**src/rtl/fan_link_tx_if.sv**
```systemverilog
// Producer/link signal bundle for fan_link_tx; master = host-side producers and observers, slave = the transmitter.
interface fan_link_tx_if;
    logic       en;
    logic       set_valid;
    logic [7:0] set_data;
    logic       set_ready;
    logic       adc_valid;
    logic [7:0] adc_data;
    logic       adc_drop;
    logic [7:0] bus_data;
    logic       bus_strb;
    logic       bus_cfg;
    logic       busy;
    logic       frame_done;

    modport master (
        output en, set_valid, set_data, adc_valid, adc_data,
        input  set_ready, adc_drop, bus_data, bus_strb, bus_cfg, busy, frame_done
    );

    modport slave (
        input  en, set_valid, set_data, adc_valid, adc_data,
        output set_ready, adc_drop, bus_data, bus_strb, bus_cfg, busy, frame_done
    );
endinterface

```
**src/rtl/fan_link_tx.sv**
```systemverilog
// Frames one queued setpoint byte or latest ADC sample onto the 8-bit link as setup/strobe/hold; load 1 clk after pend, strobe SETUP_CYC later.
// Setpoint uses valid/ready (one-entry buffer); ADC is never stalled, latest sample overwrites a pending one and pulses adc_drop.
module fan_link_tx #(
    parameter int unsigned SETUP_CYC = 2,
    parameter int unsigned STRB_CYC  = 1,
    parameter int unsigned HOLD_CYC  = 1
) (
    input  logic          clk,
    input  logic          rst_n,
    fan_link_tx_if.slave  lnk
);
    localparam logic [3:0] SETUP_LD = 4'(SETUP_CYC - 1);
    localparam logic [3:0] STRB_LD  = 4'(STRB_CYC - 1);
    localparam logic [3:0] HOLD_LD  = 4'(HOLD_CYC - 1);

    typedef enum logic [1:0] {IDLE, SETUP, STROBE, HOLD} state_t;

    state_t     state;
    logic [3:0] cnt;
    logic       set_pend;
    logic       adc_pend;
    logic [7:0] set_buf;
    logic [7:0] adc_buf;
    logic       adc_drop_r;
    logic [7:0] bus_data_r;
    logic       bus_strb_r;
    logic       bus_cfg_r;
    logic       busy_r;
    logic       frame_done_r;

    logic load_set;
    logic load_adc;
    logic set_wr;

    always_comb begin
        load_set = (state == IDLE) && lnk.en && set_pend;
        load_adc = (state == IDLE) && lnk.en && !set_pend && adc_pend;
        set_wr   = lnk.set_valid && !set_pend;
    end

    // A load and a write to the ADC buffer in the same edge keep pend set:
    // the FSM takes the old byte, the new one waits for the next frame.
    always_ff @(posedge clk) begin
        if (!rst_n) begin
            set_pend   <= 1'b0;
            set_buf    <= 8'h00;
            adc_pend   <= 1'b0;
            adc_buf    <= 8'h00;
            adc_drop_r <= 1'b0;
        end else begin
            if (set_wr) begin
                set_buf  <= lnk.set_data;
                set_pend <= 1'b1;
            end else if (load_set) begin
                set_pend <= 1'b0;
            end

            if (lnk.adc_valid) begin
                adc_buf  <= lnk.adc_data;
                adc_pend <= 1'b1;
            end else if (load_adc) begin
                adc_pend <= 1'b0;
            end

            adc_drop_r <= lnk.adc_valid && adc_pend && !load_adc;
        end
    end

    always_ff @(posedge clk) begin
        if (!rst_n) begin
            state        <= IDLE;
            cnt          <= 4'd0;
            bus_data_r   <= 8'h00;
            bus_strb_r   <= 1'b0;
            bus_cfg_r    <= 1'b0;
            busy_r       <= 1'b0;
            frame_done_r <= 1'b0;
        end else begin
            frame_done_r <= 1'b0;
            case (state)
                IDLE: begin
                    if (load_set) begin
                        state      <= SETUP;
                        cnt        <= SETUP_LD;
                        bus_data_r <= set_buf;
                        bus_cfg_r  <= 1'b1;
                        busy_r     <= 1'b1;
                    end else if (load_adc) begin
                        state      <= SETUP;
                        cnt        <= SETUP_LD;
                        bus_data_r <= adc_buf;
                        bus_cfg_r  <= 1'b0;
                        busy_r     <= 1'b1;
                    end
                end
                SETUP: begin
                    if (cnt == 4'd0) begin
                        state      <= STROBE;
                        cnt        <= STRB_LD;
                        bus_strb_r <= 1'b1;
                    end else begin
                        cnt <= cnt - 4'd1;
                    end
                end
                STROBE: begin
                    if (cnt == 4'd0) begin
                        state      <= HOLD;
                        cnt        <= HOLD_LD;
                        bus_strb_r <= 1'b0;
                    end else begin
                        cnt <= cnt - 4'd1;
                    end
                end
                HOLD: begin
                    if (cnt == 4'd0) begin
                        state        <= IDLE;
                        cnt          <= 4'd0;
                        busy_r       <= 1'b0;
                        frame_done_r <= 1'b1;
                    end else begin
                        cnt <= cnt - 4'd1;
                    end
                end
                default: state <= IDLE;
            endcase
        end
    end

    assign lnk.set_ready  = !set_pend;
    assign lnk.adc_drop   = adc_drop_r;
    assign lnk.bus_data   = bus_data_r;
    assign lnk.bus_strb   = bus_strb_r;
    assign lnk.bus_cfg    = bus_cfg_r;
    assign lnk.busy       = busy_r;
    assign lnk.frame_done = frame_done_r;
endmodule

```
**src/flat_wrapper.sv**
```systemverilog
// flat-port wrapper written by rule: the top's interface ports become plain ports
module fan_link_tx_flat 
#(
    parameter int unsigned SETUP_CYC = 2,
    parameter int unsigned STRB_CYC  = 1,
    parameter int unsigned HOLD_CYC  = 1
)
  (clk, rst_n, lnk_en, lnk_set_valid, lnk_set_data, lnk_adc_valid, lnk_adc_data, lnk_set_ready, lnk_adc_drop, lnk_bus_data, lnk_bus_strb, lnk_bus_cfg, lnk_busy, lnk_frame_done);
  fan_link_tx_if lnk_i ();
  input  logic clk;
  input  logic rst_n;
  input wire logic [$bits(lnk_i.en)-1:0] lnk_en;
  input wire logic [$bits(lnk_i.set_valid)-1:0] lnk_set_valid;
  input wire logic [$bits(lnk_i.set_data)-1:0] lnk_set_data;
  input wire logic [$bits(lnk_i.adc_valid)-1:0] lnk_adc_valid;
  input wire logic [$bits(lnk_i.adc_data)-1:0] lnk_adc_data;
  output wire logic [$bits(lnk_i.set_ready)-1:0] lnk_set_ready;
  output wire logic [$bits(lnk_i.adc_drop)-1:0] lnk_adc_drop;
  output wire logic [$bits(lnk_i.bus_data)-1:0] lnk_bus_data;
  output wire logic [$bits(lnk_i.bus_strb)-1:0] lnk_bus_strb;
  output wire logic [$bits(lnk_i.bus_cfg)-1:0] lnk_bus_cfg;
  output wire logic [$bits(lnk_i.busy)-1:0] lnk_busy;
  output wire logic [$bits(lnk_i.frame_done)-1:0] lnk_frame_done;
  assign lnk_i.en = lnk_en;
  assign lnk_i.set_valid = lnk_set_valid;
  assign lnk_i.set_data = lnk_set_data;
  assign lnk_i.adc_valid = lnk_adc_valid;
  assign lnk_i.adc_data = lnk_adc_data;
  assign lnk_set_ready = lnk_i.set_ready;
  assign lnk_adc_drop = lnk_i.adc_drop;
  assign lnk_bus_data = lnk_i.bus_data;
  assign lnk_bus_strb = lnk_i.bus_strb;
  assign lnk_bus_cfg = lnk_i.bus_cfg;
  assign lnk_busy = lnk_i.busy;
  assign lnk_frame_done = lnk_i.frame_done;
  fan_link_tx #(.SETUP_CYC(SETUP_CYC), .STRB_CYC(STRB_CYC), .HOLD_CYC(HOLD_CYC)) u_core (.clk(clk), .rst_n(rst_n), .lnk(lnk_i));
endmodule
```
**config.mk**
```make
export PLATFORM = sky130hd
export DESIGN_NAME = fan_link_tx_flat
export DESIGN_NICKNAME = d
export VERILOG_FILES = /design/src/rtl/fan_link_tx_if.sv /design/src/rtl/fan_link_tx.sv /design/src/flat_wrapper.sv
export SDC_FILE = /design/constraint.sdc
export NUM_CORES = 1
export LEC_CHECK = 0
export CORE_UTILIZATION = 54
export DETAILED_ROUTE_END_ITERATION = 7
export GPL_ROUTABILITY_DRIVEN = 0
export PLACE_DENSITY = 0.81
export SLEW_MARGIN = 10
export SYNTH_ARGS = -nofsm -noshare
export SYNTH_HDL_FRONTEND = slang
export SYNTH_SLANG_ARGS = --single-unit
```
**constraint.sdc**
```tcl
create_clock -name clk -period 2.25 [get_ports clk]
set_input_delay 0.45 -clock clk [delete_from_list [all_inputs] [get_ports clk]]
set_output_delay 0.45 -clock clk [all_outputs]
set_load 0.005 [all_outputs]
```
Word level (Yosys, flattened, before mapping) --
Cells that the tools add are included. Widths: inputs -> output; s select.
Cells by class: add/sub/neg operators 1, equal/unequal tests 7, mux-type cells 24, reduce and logical (&&, ||, !) cells 22
Operators with widths (number):
- $mux 8 | 2
- $mux 4 | 3
- $mux 1 | 10
- $mux 2 | 5
- $reduce_bool 2->1 | 5
- $pmux 2 s4 | 1
- $pmux 4 s2 | 1
- $logic_and 1x1->1 | 7
- $ne 2x1->1 const B | 3
- $reduce_and 3->1 | 2
- $eq 2x2->1 const B | 2
- $logic_not 4->1 | 1
- $pmux 1 s2 | 2
- $reduce_and 2->1 | 2
- $reduce_and 4->1 | 1
- $sub 4x1->4 const B | 1
- $ne 3x1->1 const B | 1
- $reduce_or 3->1 | 1
- $eq 2x1->1 const B | 1
- $logic_not 1->1 | 2
- $logic_not 2->1 | 1
Storage, ports and cells: register bits after elaboration 37, output and inout bits 14

Depth between registers and ports, before layout --
Gate-level depths: netlist of run 1.
depth in word-level cells 7, depth in mapped cells 7

Worst setup path after synthesis of run 1 --
No wires, ideal clock.
kind register to register, start register u_core.state[0], end register u_core.bus_data_r[0] (netlist: u_core.lnk.bus_data[0]), arrival 1.292 ns, data required time 2.132 ns, slack 0.839 ns, stages on the path, launching flop included 8, buffers on the path 2, period minus slack after synthesis 1.411 ns, path through dfxtp_1 inv_1 ha_1 buf_2 nand3_1 buf_4 mux2i_1 a21oi_1
On the way: longest elaborated chain between the ends 6, elaborated cells between the ends (all ways) 8
Ends and longest elaborated chain:
- start: declaration | RTL line fan_link_tx.sv:18 | state_t state;
- start signal: assignment | RTL line fan_link_tx.sv:71 | state <= IDLE;
- start signal: assignment | RTL line fan_link_tx.sv:83 | state <= SETUP;
- start signal: assignment | RTL line fan_link_tx.sv:89 | state <= SETUP;
- $logic_not 2->1 * | RTL line fan_link_tx.sv:36, fan_link_tx.sv:37, fan_link_tx.sv:80
- $logic_and 1x1->1 | RTL line fan_link_tx.sv:36, fan_link_tx.sv:37
- $logic_and 1x1->1 (2 in series) | RTL line fan_link_tx.sv:37 | load_adc = (state == IDLE) && lnk.en && !set_pend && adc_pend;
- $reduce_bool 2->1 (no line)
- $reduce_and 2->1 (no line)
- end signal: assignment | RTL line fan_link_tx.sv:85 | bus_data_r <= set_buf;
- end signal: assignment | RTL line fan_link_tx.sv:91 | bus_data_r <= adc_buf;
- end: declaration | RTL line fan_link_tx.sv:25 | logic [7:0] bus_data_r;
Every way passes the cells marked *; elsewhere a longest branch is shown, timed or not. A chain may end at the register's enable or synchronous reset.

Final worst setup path of run 1 --
start register u_core.set_pend, end output lnk_set_ready
On the way: longest elaborated chain between the ends 1
Ends and longest elaborated chain:
- start: declaration | RTL line fan_link_tx.sv:20 | logic set_pend;
- start signal: assignment | RTL line fan_link_tx.sv:45 | set_pend <= 1'b0;
- start signal: assignment | RTL line fan_link_tx.sv:53 | set_pend <= 1'b1;
- start signal: assignment | RTL line fan_link_tx.sv:55 | set_pend <= 1'b0;
- $logic_not 1->1 | RTL line fan_link_tx.sv:129 | assign lnk.set_ready = !set_pend;
- end: declaration | RTL line flat_wrapper.sv:17 | output wire logic [$bits(lnk_i.set_ready)-1:0] lnk_set_ready;
No other way between the ends.

==> reports/results.ini, run 1 <==
[setup_path]
critPathRequiredTime_ns=1.80
path_buf_inv=2
crit_path_cell_trace=inv_2 -> clkdlybuf4s50_1
rrSetupSlack_ns=0.58
reg2reg_from=u_core.state[0]
cp_slowest_cell=dfxtp_1
cpLargestDelayFamily=flip-flops
max_stage_delay_ns=0.51
worstSetupStartpointType=register
end_kind=primary output
cp_max_fo=7
critPathArrivalTime_ns=1.36
r2r_cells=6
setup.worst_path.class=reg -> out
worst_r2r_endpoint=u_core.lnk.bus_data[3]

[yosys]
ys_ff_latch=37
syn_nets=192
ys_types=38
yosys_warnings=0
avgSynthCellArea_sq_um=10.1
ys_seq_area_share_pct=44.4
netlist_area_sq_um=1670
netlist_instances=165
synth_ff_type=dfxtp_1
synth-edff-count=0
synth_async_sr_flop_share_pct=0

[grt]
overflow=0
busiest_layer=met2
grt_pass1_vias=1302
antenna_found_initial=0
grt_pass1_wl_um=5910
grtUsageMet2_pct=35.9
grt_max_degree=39
use_met3_pct=5.67
grtUsageTotal_pct=23.9
global_route.usage.met1_pct=31.9

[min_path]
whs_endpoint=u_core.lnk.bus_cfg
hp-class=reg -> reg
hold_start=u_core.lnk.bus_cfg
hold_depth=2

[floorplan]
fp.coreArea_sq_um=2830
pin_count=35
die_w_um=57.6
start_util_pct=58.9
rows=19
die-area_sq_um=3310
die_h_um=57.6

[cells_and_area]
num_antenna_cells=0
drive_gt1_share_pct=9.45
final_cells=232
layout.nets=227
area_growth_pct=27.2
final_cell_mix=dfxtp_1 (37), clkdlybuf4s50_1 (34), mux2i_1 (26)
layout_commonest_cell=dfxtp_1

[routing]
detail-route-antenna-nets=0
first_pass_iters=6
drt-total-wl_um=3380
vias_per_cell=5.54
first_iter_violations=23
wl_per_cell_um=14.6
drc=3
vias=1286

[sta]
setup_viol=0
setup_ws_ns=0.435
rsz0062_at_grt=no
slew_viol_final=0
slew_headroom_pct=59.7
setup_tns_ns=0
fin_crit_sh_pct=80.7
period_minus_slack_ns=1.81
worst_pin_slew_ns=0.602
hold_ws_ns=0.503
clock_skew_ns=0.00749
fmax_mhz=551
hold_viol=0

[run_status]
violations=DRC
status=finished with violations

[placed_design]
io_buffers=34
hpwlAfterDp_um=2360
dp_cells=224
place_ws_ns=0.465

[clock_tree]
cts.sinks=37
cts.clk_slew.worst_paths_ns=0.11
cts-root-buf=clkbuf_4
clock_path_buffers=2
htreeDepth=2
postCtsSetupRepairBufs=0
cts_resized=0
cts_tree=done
insertion_delay_ns=0.35
numCtsBuffers=5
holdBufCountCts=0

[pwr]
p_leak_nw=0.903
p_per_area_nw_per_um2=1000
irDropWorstVdd_uv=888

[flow_run]
drv_cap=0

cell type report:
| cell class | instances | area (sq um) |
|---|---|---|
| inverters | 7 | 26.3 |
| clock inverters | 3 | 65.1 |
| well taps | 31 | 38.8 |
| flip-flops and latches | 37 | 741 |
| multi-input cells | 112 | 848 |
| fillers | 216 | 709 |
| repair buffers | 37 | 363 |
| clock buffers | 5 | 37.5 |
kinds of logic (layout without fill, tap and decap cells):
logic type / count (synthesis) / after routing / share of synthesized area (%)
AOI/OAI and AO/OA: 38 / 38 / 16.1
DFF: 37 / 37 / 44.4
buffers and inverters: 16 / 52 / 4.65
and+or+nand+nor: 42 / 42 / 14.7
muxes: 26 / 26 / 15.6
adders and majority gates: 6 / 6 / 4.50
tightest hold or removal path: stages, from the launching register on:
cell and delay, ns:
dfxtp_1 0.34, nand2b_1 0.07, a21boi_1 0.06
registers in the layout, summed over array words and instances (netlist names):
name and cells:
u_core.lnk.bus_strb 1, u_core.adc_buf 8, u_core.set_buf 8, u_core.lnk.adc_drop 1, u_core.set_pend 1, u_core.lnk.frame_done 1
u_core.cnt 4, u_core.lnk.bus_cfg 1, u_core.adc_pend 1, u_core.lnk.busy 1, u_core.lnk.bus_data 8, u_core.state 2
power by group:
part	total (mW)	internal (mW)	switching, mW
clock network	0.571	0.344	0.227
registers	0.820	0.751	0.0694
logic	0.734	0.370	0.364
total	2.13	1.46	0.661
cells in the mapped netlist, types with 2 or more instances:
cell | number | area, sq um
mux2i_1 | 26 | 260
o21a_1 | 2 | 15.0
nor2_1 | 5 | 18.8
nand3_1 | 3 | 15.0
nor3_1 | 2 | 10.0
a21oi_1 | 10 | 50.1
buf_4 | 2 | 15.0
clkbuf_1 | 4 | 15.0
ha_1 | 6 | 75.1
inv_2 | 2 | 7.51
nor2b_1 | 17 | 106
a21boi_1 | 2 | 15.0
and3_1 | 2 | 12.5
inv_1 | 5 | 18.8
nand2_1 | 5 | 18.8
a32o_1 | 2 | 20.0
buf_2 | 2 | 10.0
dfxtp_1 | 37 | 741
and2_1 | 2 | 12.5
nand2b_1 | 2 | 12.5
o21ai_1 | 8 | 40.0
o22ai_1 | 3 | 18.8
through the flow:
stage          power (mW)  instance area [sq um]  util, %
3_5_place_dp         1.56                   2020     71.3
6_report             2.13                   2120     74.9
3_3_place_gp         1.52                   2020     71.3
4_1_cts              2.13                   2120     74.9
5_1_grt              2.26                   2120     74.9
2_1_floorplan        1.33                   1670        -
worst max path at each step:
stage	depth (start not counted)	from	to	slack, ns
final	2	u_core.set_pend	lnk_set_ready	0.44
after global routing	2	u_core.set_pend	lnk_set_ready	0.38
after CTS	2	u_core.set_pend	lnk_set_ready	0.43
after detailed placement	3	lnk_adc_valid	u_core.adc_buf[1]	0.47
after global placement	3	lnk_adc_valid	u_core.adc_buf[3]	0.52
after floorplan	7	u_core.state[0]	u_core.lnk.bus_data[0]	0.84
metal layers:
layer	up-vias	part of all wire [%]
li1	654	-
met4	0	2.0
met1	592	48
met5	-	0
met3	8	4.8
met2	32	46
Power figures use the tool's default switching activity.
==> inputs of run 2 (changes only) <==
- CORE_UTILIZATION: 54 -> 50
- PLACE_DENSITY: 0.81 -> 0.75
- clock period: 2.25 -> 1.81 ns (I/O delays scaled with it)
==> run 2 against run 1 <==
Net effect: the run now ends clean; non-clock buffer count grew 4; final cell count up 7.3%; setup slack got worse by 0.32 ns; die area grew 7.7%; clock power rose by 6.1%; routed wire length grew 1.9%; register-to-register slack worse by 0.35 ns; core utilization is 5.6 points lower; clock-buffer cell count increased by 1; clock skew up 0.0048 ns; sequential share of layout area down 0.53 points; cell area up 1.5%; largest cell class unchanged; largest power group unchanged.
==> reports/results.ini, run 2 (same netlist as run 1, synthesis figures left out) <==
[run_status]
status=complete, no violations

[sta]
worst_pin_slew_ns=0.361  ; -0.241 ns
clock_skew_ns=0.0123  ; +0.00480 ns
rsz0062_at_grt=no
fmax_mhz=590
slew_viol_final=0  ; unchanged
hold_viol=0  ; unchanged
setup_viol=0  ; unchanged
slew_headroom_pct=75.8  ; +16 points
period_minus_slack_ns=1.70
fin_crit_sh_pct=93.7
setup_tns_ns=0  ; unchanged

[pwr]
irDropWorstVdd_uv=818  ; -7.9%
pwr-share-clk_pct=23.6  ; -3.3 points
switchingPower_mw=0.823  ; +25%
power.total_mw=2.56  ; +21%
p_leak_nw=0.911  ; +0.91%
p_per_area_nw_per_um2=1190  ; +19%
p_sw_share_pct=32.1  ; +1.0 points
p_comb_share_pct=36.6  ; +2.1 points
internal-power_mw=1.74  ; +19%
power_frac_seq_pct=39.8  ; +1.2 points

[clock_tree]
cts_resized=0  ; unchanged
clock_path_buffers=2  ; unchanged
cts_tree=done
cts.sinks=37  ; unchanged
htreeDepth=2  ; unchanged
holdBufCountCts=0  ; unchanged
cts.clk_slew.worst_paths_ns=0.12  ; about the same
insertion_delay_ns=0.33  ; -0.02 ns
cts-root-buf=clkbuf_4
numCtsBuffers=5  ; unchanged
postCtsSetupRepairBufs=0  ; unchanged

[grt]
overflow=0  ; unchanged
grt_pass1_vias=1291  ; -0.84%
grt_max_degree=18  ; -54%
grtUsageTotal_pct=21.7  ; -2.2 points
antenna_found_initial=0  ; unchanged
grt_pass1_wl_um=5710  ; -3.3%

[floorplan]
rows=20  ; +1
fp.coreArea_sq_um=3100  ; +9.7%
die_h_um=59.7  ; +3.8%
die_w_um=59.7  ; +3.8%
die-area_sq_um=3570  ; +7.7%
pin_count=35  ; unchanged
start_util_pct=53.7  ; -5.2 points

[cells_and_area]
num_antenna_cells=0  ; unchanged
drive_gt1_share_pct=11.2  ; +1.8 points
area_growth_pct=29.1
final_cell_mix=dfxtp_1 (37), clkdlybuf4s50_1 (34), mux2i_1 (26)
layout_commonest_cell=dfxtp_1
layout.nets=231  ; +1.8%

[setup_path]
critPathArrivalTime_ns=1.33  ; -0.03 ns
setup.worst_path.class=reg -> out
critPathRequiredTime_ns=1.45  ; -0.35 ns
worstSetupStartpointType=register
rrSetupSlack_ns=0.23  ; -0.35 ns
end_kind=primary output
cp_max_fo=7  ; unchanged

[routing]
vias=1295  ; +0.70%
vias_per_cell=5.20  ; -6.2%
first_iter_violations=62  ; +170%
first_pass_iters=4  ; -2
drc=0  ; -3
drt-total-wl_um=3440  ; +1.9%
detail-route-antenna-nets=0  ; unchanged
wl_per_cell_um=13.8  ; -5.1%

[placed_design]
hpwlAfterDp_um=2510  ; +6.1%
io_buffers=34  ; unchanged

[min_path]
hp-class=reg -> reg

[flow_run]
drv_cap=0  ; unchanged

[run 2: worst paths after layout]
check                           depth (start not counted)            endpoint          startpoint
worst min-delay path                                    2  u_core.lnk.bus_cfg  u_core.lnk.bus_cfg
worst min register to register                          2  u_core.lnk.bus_cfg  u_core.lnk.bus_cfg
worst max-delay path                                    2       lnk_set_ready     u_core.set_pend
worst max register to register                          5     u_core.state[0]       u_core.cnt[0]
[run 2: layer usage]
metal	routed length, um	track usage (%)	share of wire (%)	up-vias
met3	121	7.14	3.5	2
met5	0	0	0	-
met2	1630	35.1	47	30
li1	-	-	-	652
met1	1670	27.8	49	611
met4	17	5.98	0.49	0
[run 2: per-stage QoR]
| stage | worst slack, ns | std cells | hold slack (ns) | utilization [%] | area [sq um] |
|---|---|---|---|---|---|
| floorplan | 0.399 | 165 | 0.463 | - | 1670 |
| global placement | 0.194 | 241 | 0.456 | 66.5 | 2060 |
| detailed placement | 0.165 | 241 | 0.494 | 66.5 | 2060 |
| CTS | 0.102 | 249 | 0.509 | 69.4 | 2150 |
| global route | 0.0114 | 249 | 0.520 | 69.4 | 2150 |
| finish | 0.114 | 249 | 0.506 | 69.4 | 2150 |
[run 2: area by class of cell]
type | count | area [sq um]
fill | 283 | 951
sequential | 37 | 741
inverter | 7 | 26.3
timing repair buffer | 41 | 393
clock buffer | 6 | 51.3
clock inverter | 2 | 37.5
multi-input combinational | 112 | 848
tap | 44 | 55.1
[run 2: critical path: stages (launching register included)]
cell and delay (ns):
dfxtp_1 0.50, inv_2 0.06, clkdlybuf4s50_1 0.44
[run 2: power by group through the flow]
stage	Clock (mW)	Combinational (mW)	Sequential (mW)
final	0.606	0.938	1.02
after global routing	0.665	1.04	1.04
after CTS	0.620	0.934	1.02
after detailed placement	0	0.923	1.04
after global placement	0	0.897	1.03
after floorplan	0	0.623	1.02
